`src/rtl/uart_wb_bridge.sv`:
```
// UART-to-Wishbone debug bridge: parses 0x57 (write) / 0x52 (read) frames and runs single 32-bit cycles.
// Optional BRIDGE_WB_TIMEOUT_EN: abandon a Wishbone cycle after wb_timeout cycles and reply NAK.
module uart_wb_bridge #(
    parameter int unsigned clk_freq     = 100000000,
    parameter int unsigned byte_timeout = 100000,
    parameter int unsigned wb_timeout   = 1024
) (
    input  logic        clk,
    input  logic        reset,
    input  logic [7:0]  rx_data,
    input  logic        rx_avail,
    input  logic        rx_error,
    output logic        rx_ack,
    output logic [7:0]  tx_data,
    output logic        tx_wr,
    input  logic        tx_busy,
    output logic [31:0] wb_adr_o,
    output logic [31:0] wb_dat_o,
    input  logic [31:0] wb_dat_i,
    output logic [3:0]  wb_sel_o,
    output logic        wb_we_o,
    output logic        wb_cyc_o,
    output logic        wb_stb_o,
    input  logic        wb_ack_i
);

    // byte_timeout is already in clk cycles; a zero clk_freq marks an unclocked model and disables it
    localparam int unsigned BYTE_LIMIT = (clk_freq != 32'd0) ? byte_timeout : 32'd0;
    localparam int unsigned TMR_MAX    = (BYTE_LIMIT > wb_timeout) ? BYTE_LIMIT : wb_timeout;
    localparam int          TMR_W      = $clog2(TMR_MAX + 32'd2);

    localparam logic [7:0] CMD_WR = 8'h57;
    localparam logic [7:0] CMD_RD = 8'h52;
    localparam logic [7:0] RSP_ACK = 8'h06;
    localparam logic [7:0] RSP_NAK = 8'h15;

    typedef enum logic [2:0] {
        ST_IDLE = 3'd0,
        ST_ADDR = 3'd1,
        ST_DATA = 3'd2,
        ST_WB   = 3'd3,
        ST_TX   = 3'd4
    } state_t;

    state_t             state_r;
    logic               is_write_r;
    logic [1:0]         byte_cnt_r;
    logic [TMR_W-1:0]   timer_r;
    logic [31:0]        reply_r;
    logic [2:0]         reply_cnt_r;
    logic               accept_s;
    logic               byte_expired_s;

    // A byte is taken only while parsing; during WB/TX it stays queued in the uart
    always_comb begin
        accept_s       = 1'b0;
        byte_expired_s = 1'b0;
        if ((state_r == ST_IDLE) || (state_r == ST_ADDR) || (state_r == ST_DATA)) begin
            accept_s = rx_avail && !rx_ack;
        end else begin
            accept_s = 1'b0;
        end
        if (BYTE_LIMIT != 32'd0) begin
            byte_expired_s = (timer_r == TMR_W'(BYTE_LIMIT - 32'd1));
        end else begin
            byte_expired_s = 1'b0;
        end
    end

    // Frame parser, Wishbone master and reply sequencer
    always_ff @(posedge clk) begin
        if (reset) begin
            state_r     <= ST_IDLE;
            is_write_r  <= 1'b0;
            byte_cnt_r  <= 2'd0;
            timer_r     <= '0;
            reply_r     <= 32'h0000_0000;
            reply_cnt_r <= 3'd0;
            rx_ack      <= 1'b0;
            tx_data     <= 8'h00;
            tx_wr       <= 1'b0;
            wb_adr_o    <= 32'h0000_0000;
            wb_dat_o    <= 32'h0000_0000;
            wb_sel_o    <= 4'h0;
            wb_we_o     <= 1'b0;
            wb_cyc_o    <= 1'b0;
            wb_stb_o    <= 1'b0;
        end else begin
            rx_ack <= 1'b0;
            tx_wr  <= 1'b0;
            case (state_r)
                ST_IDLE: begin
                    timer_r    <= '0;
                    byte_cnt_r <= 2'd0;
                    if (accept_s) begin
                        rx_ack <= 1'b1;
                        if (rx_error) begin
                            state_r <= ST_IDLE;
                        end else if (rx_data == CMD_WR) begin
                            is_write_r <= 1'b1;
                            state_r    <= ST_ADDR;
                        end else if (rx_data == CMD_RD) begin
                            is_write_r <= 1'b0;
                            state_r    <= ST_ADDR;
                        end else begin
                            reply_r     <= {RSP_NAK, 24'h00_0000};
                            reply_cnt_r <= 3'd1;
                            state_r     <= ST_TX;
                        end
                    end
                end
                ST_ADDR, ST_DATA: begin
                    if (accept_s) begin
                        rx_ack  <= 1'b1;
                        timer_r <= '0;
                        if (rx_error) begin
                            state_r <= ST_IDLE;
                        end else begin
                            byte_cnt_r <= byte_cnt_r + 2'd1;
                            if (state_r == ST_ADDR) begin
                                wb_adr_o <= {wb_adr_o[23:0], rx_data};
                            end else begin
                                wb_dat_o <= {wb_dat_o[23:0], rx_data};
                            end
                            if (byte_cnt_r == 2'd3) begin
                                if ((state_r == ST_ADDR) && is_write_r) begin
                                    state_r <= ST_DATA;
                                end else begin
                                    state_r  <= ST_WB;
                                    wb_cyc_o <= 1'b1;
                                    wb_stb_o <= 1'b1;
                                    wb_sel_o <= 4'hF;
                                    wb_we_o  <= is_write_r;
                                end
                            end
                        end
                    end else if (byte_expired_s) begin
                        state_r <= ST_IDLE;
                    end else begin
                        timer_r <= timer_r + TMR_W'(1);
                    end
                end
                ST_WB: begin
                    if (wb_ack_i) begin
                        wb_cyc_o <= 1'b0;
                        wb_stb_o <= 1'b0;
                        wb_sel_o <= 4'h0;
                        wb_we_o  <= 1'b0;
                        state_r  <= ST_TX;
                        if (is_write_r) begin
                            reply_r     <= {RSP_ACK, 24'h00_0000};
                            reply_cnt_r <= 3'd1;
                        end else begin
                            reply_r     <= wb_dat_i;
                            reply_cnt_r <= 3'd4;
                        end
                    end
`ifdef BRIDGE_WB_TIMEOUT_EN
                    else if (timer_r == TMR_W'(wb_timeout - 32'd1)) begin
                        wb_cyc_o    <= 1'b0;
                        wb_stb_o    <= 1'b0;
                        wb_sel_o    <= 4'h0;
                        wb_we_o     <= 1'b0;
                        reply_r     <= {RSP_NAK, 24'h00_0000};
                        reply_cnt_r <= 3'd1;
                        state_r     <= ST_TX;
                    end else begin
                        timer_r <= timer_r + TMR_W'(1);
                    end
`endif
                end
                ST_TX: begin
                    // tx_busy lags tx_wr by a cycle, so the cycle after a write is skipped
                    if (!tx_wr && !tx_busy) begin
                        tx_data     <= reply_r[31:24];
                        tx_wr       <= 1'b1;
                        reply_r     <= {reply_r[23:0], 8'h00};
                        reply_cnt_r <= reply_cnt_r - 3'd1;
                        if (reply_cnt_r == 3'd1) begin
                            state_r <= ST_IDLE;
                        end
                    end
                end
                default: begin
                    state_r <= ST_IDLE;
                end
            endcase
        end
    end

endmodule

```
`config.mk`:
```
export PLATFORM = sky130hd
export DESIGN_NAME = uart_wb_bridge
export DESIGN_NICKNAME = d
export VERILOG_FILES = /design/src/rtl/uart_wb_bridge.sv
export SDC_FILE = /design/constraint.sdc
export NUM_CORES = 1
export LEC_CHECK = 0
export ABC_CLOCK_PERIOD_IN_PS = 2200
export CAP_MARGIN = 20
export CORE_UTILIZATION = 50
export CTS_CLUSTER_DIAMETER = 60
export DETAILED_ROUTE_END_ITERATION = 10
export PLACE_DENSITY = 0.79
export SLEW_MARGIN = 20
export SYNTH_ARGS = -nofsm -noshare
export SYNTH_HDL_FRONTEND = slang
export SYNTH_SLANG_ARGS = --single-unit
```
`constraint.sdc`:
```
create_clock -name clk -period 2.2 [get_ports clk]
set_clock_uncertainty 0.05 [all_clocks]
set_input_delay 0.44 -clock clk [delete_from_list [all_inputs] [get_ports clk]]
set_output_delay 0.44 -clock clk [all_outputs]
set_load 0.005 [all_outputs]
```
==> flow_metrics.py <==
metrics = {
    "sta": {
        "max_freq_ghz": 0.4857,
        "rsz0062_at_grt": "no",
        "relSlewSlack_pct": 68.64,
        "tightest_slew_ps": 469.9,
        "setup_viol": 0,
        "fin_tns_setup_ps": 0,
        "hold_violations": 0,
        "whs_ps": 161.4,
        "finalMaxSlewViolations": 0,
        "period_needed_ps": 2059,
        "finalWorstSetupSlack_ps": 141.0,
        "post-route-period-util_pct": 93.59,
    },
    "cells_and_area": {
        "drive_gt1_share_pct": 11.11,
        "fill_cells": 779,
        "stdcell_count": 950,
        "final_util_pct": 71.67,
        "fin_nets": 848,
        "diodes": 0,
        "synthToLayoutAreaGrowth_pct": 39.62,
        "final_area_um2": 7804,
    },
    "logic_synthesis": {
        "synthCells": 672,
        "yosysWarnings": 0,
        "ys_seq_area_share_pct": 48.00,
        "syn_area_per_cell_um2": 8.317,
        "yosysTopAreaCell": "dfxtp_1",
        "synth_most_common_cell": "nand2_1",
        "synth-seq-cells": 134,
        "synth_top_cell_area_share_pct": 48.00,
        "synth_nets": 722,
        "netlist_top_cells_count": "nand2_1 (158), dfxtp_1 (134), a21oi_1 (122)",
        "yosys.cell_types.count": 63,
        "ys.flop_type": "dfxtp_1",
        "netlist_area_um2": 5589,
        "yosys-top-cells-area": "dfxtp_1 (48%), a21oi_1 (11%), nand2_1 (11%)",
        "synth_edf_count": 0,
        "async_reset_ff_share_pct": 0,
    },
    "placed_design": {
        "gp_congestion": 0.8138,
        "placed_cells": 919,
        "place_area_um2": 7149,
        "place_ws_ps": -71.22,
        "port_buffers": 126,
        "dp_hpwl_um": 9941,
    },
    "pwr": {
        "p_int_mw": 5.495,
        "powerDensity_nw_per_um2": 994.3,
        "swShare_pct": 29.19,
        "switchingPower_mw": 2.265,
        "pwr-share-comb_pct": 23.4,
        "leakage_nw": 2.658,
        "power_mw": 7.759,
        "p_clk_share_pct": 39.2,
        "vdd_drop_max_mv": 0.5875,
        "power_frac_seq_pct": 37.4,
    },
    "detailed_routing": {
        "wl_per_cell_um": 15.60,
        "via_per_inst": 5.683,
        "drt-pass1-iter-count": 6,
        "route.antenna.remaining_nets": 0,
        "num_vias": 5399,
        "drt_iter0_markers": 401,
        "routed_wl_um": 14820,
        "drc": 0,
    },
    "setup_path": {
        "crit_buf_inv": 1,
        "r2r_start": "state_r[0]",
        "crit_fanout": 10,
        "critPathMaxStageDelay_ps": 580,
        "worstPathArrival_ps": 2390,
        "r2r_slack_ps": 140,
        "slowest_stage": "dfxtp_1",
        "r2r_end": "reply_cnt_r[2]",
        "crit_required_ps": 2530,
        "critPathCaptureType": "flip-flop",
        "start_kind": "flip-flop",
        "path_class": "flip-flop to flip-flop",
        "cp_top_family": "compound AO/OA/AOI/OAI gates",
        "cp_cell_sequence": "xnor2_1 -> a22o_1 -> a21bo_2 -> buf_4 -> o41ai_1",
        "r2r_cells": 5,
    },
    "cts": {
        "postCtsSetupRepairBufs": 0,
        "cts_buffer_depth": 2,
        "cts_tree": "done",
        "path_clk_slew_ps": 60,
        "cts_root_buf": "clkbuf_8",
        "clock_latency_ps": 520,
        "clock-sinks": 134,
        "cts_max_level": 4,
        "numCtsBuffers": 17,
    },
    "grt": {
        "grt_pass1_wl_um": 24100,
        "grt_max_degree": 71,
        "antenna_found_initial": 0,
        "grt_pass1_vias": 5047,
        "grt_use_total_pct": 26.21,
        "grt_overflow": 0,
    },
    "die": {
        "start_util_pct": 51.33,
        "die_y_um": 107.7,
        "die_area_um2": 11600,
        "rows": 38,
        "core_area_um2": 10890,
        "die_w_um": 107.7,
        "boundaryPins": 127,
    },
    "outcome": {
        "status": "complete, no violations",
    },
    "hold_path": {
        "hp-start": "reset",
        "hold_path_end": "reply_cnt_r[0]",
        "hold_path.class": "primary input to flip-flop",
        "holdPathStages": 2,
    },
    "flow_run": {
        "maxCapViolations": 0,
    },
}
## cell type report
cell class | count | area (µm²) | share of cell area, %
inverters | 10 | 37.54 | 0.4810
clock buffers | 17 | 414.1 | 5.307
clock inverters | 14 | 222.7 | 2.854
well taps | 140 | 175.2 | 2.245
multi-input cells | 474 | 2625 | 33.64
flip-flops and latches | 134 | 2683 | 34.38
repair buffers | 161 | 1647 | 21.10
## cell usage in the layout (no fill, tap or decap), types with 10 or more instances in the layout
cell             instances
clkbuf_16               16
nand2_1                158
nor2_1                  17
dfxtp_1                134
buf_4                   26
a22oi_1                 20
a211oi_1                20
a21oi_1                122
nand3_1                 13
buf_12                  10
o21ai_0                 24
clkdlybuf4s50_1        125
inv_1                   10
nand4_1                 12
## how the worst max path moves through the flow
stage | start | endpoint | cells after the start
floorplan | timer_r[12] | timer_r[1] | 6
global placement | tx_busy | reply_r[25] | 7
detailed placement | rx_data[5] | state_r[0] | 7
CTS | timer_r[12] | timer_r[1] | 5
global route | state_r[0] | reply_r[20] | 6
finish | state_r[0] | reply_cnt_r[2] | 5
## cell families after synthesis
family | Yosys count | share of synthesized area [%]
AO/OA/AOI/OAI | 215 | 23.06
XOR/XNOR | 11 | 1.724
adder cells (fa/ha/maj) | 4 | 0.8955
buffers and inverters | 64 | 5.552
flip-flops | 134 | 48.00
multiplexers | 2 | 0.3582
AND/OR/NAND/NOR | 242 | 20.42
## flip-flops by register name, indices dropped and copies added, names as in the netlist, 2 cells and up
name and cells:
reply_r 32, wb_adr_o 32, wb_dat_o 32, timer_r 17
tx_data 8, reply_cnt_r 3, state_r 3, byte_cnt_r 2
## worst register-to-register path: stages (launching register included)
cell,delay [ps]
dfxtp_1,580
xnor2_1,260
a22o_1,210
a21bo_2,270
buf_4,180
o41ai_1,400
## layer usage
metal | vias up | global-route usage (%) | wire length, µm
met5 | - | 0 | 0
met4 | 0 | 7.926 | 188
met3 | 26 | 5.448 | 663
met2 | 171 | 45.10 | 7491
met1 | 2575 | 32.76 | 6474
li1 | 2627 | - | -
## power groups by stage
stage               logic [mW]  registers (mW)  clock network (mW)
floorplan                 1.12            2.90                   0
global placement          1.71            2.92                   0
detailed placement        1.75            2.94                   0
CTS                       1.78            2.89                3.08
global route              1.97            2.93                3.18
finish                    1.81            2.90                3.04
## repair_timing
action                     4_1_cts  5_1_grt
gates resized for setup          0        2
setup endpoints to repair        0        8
hold buffers                     0        0
(Power assumes the default switching activity.)
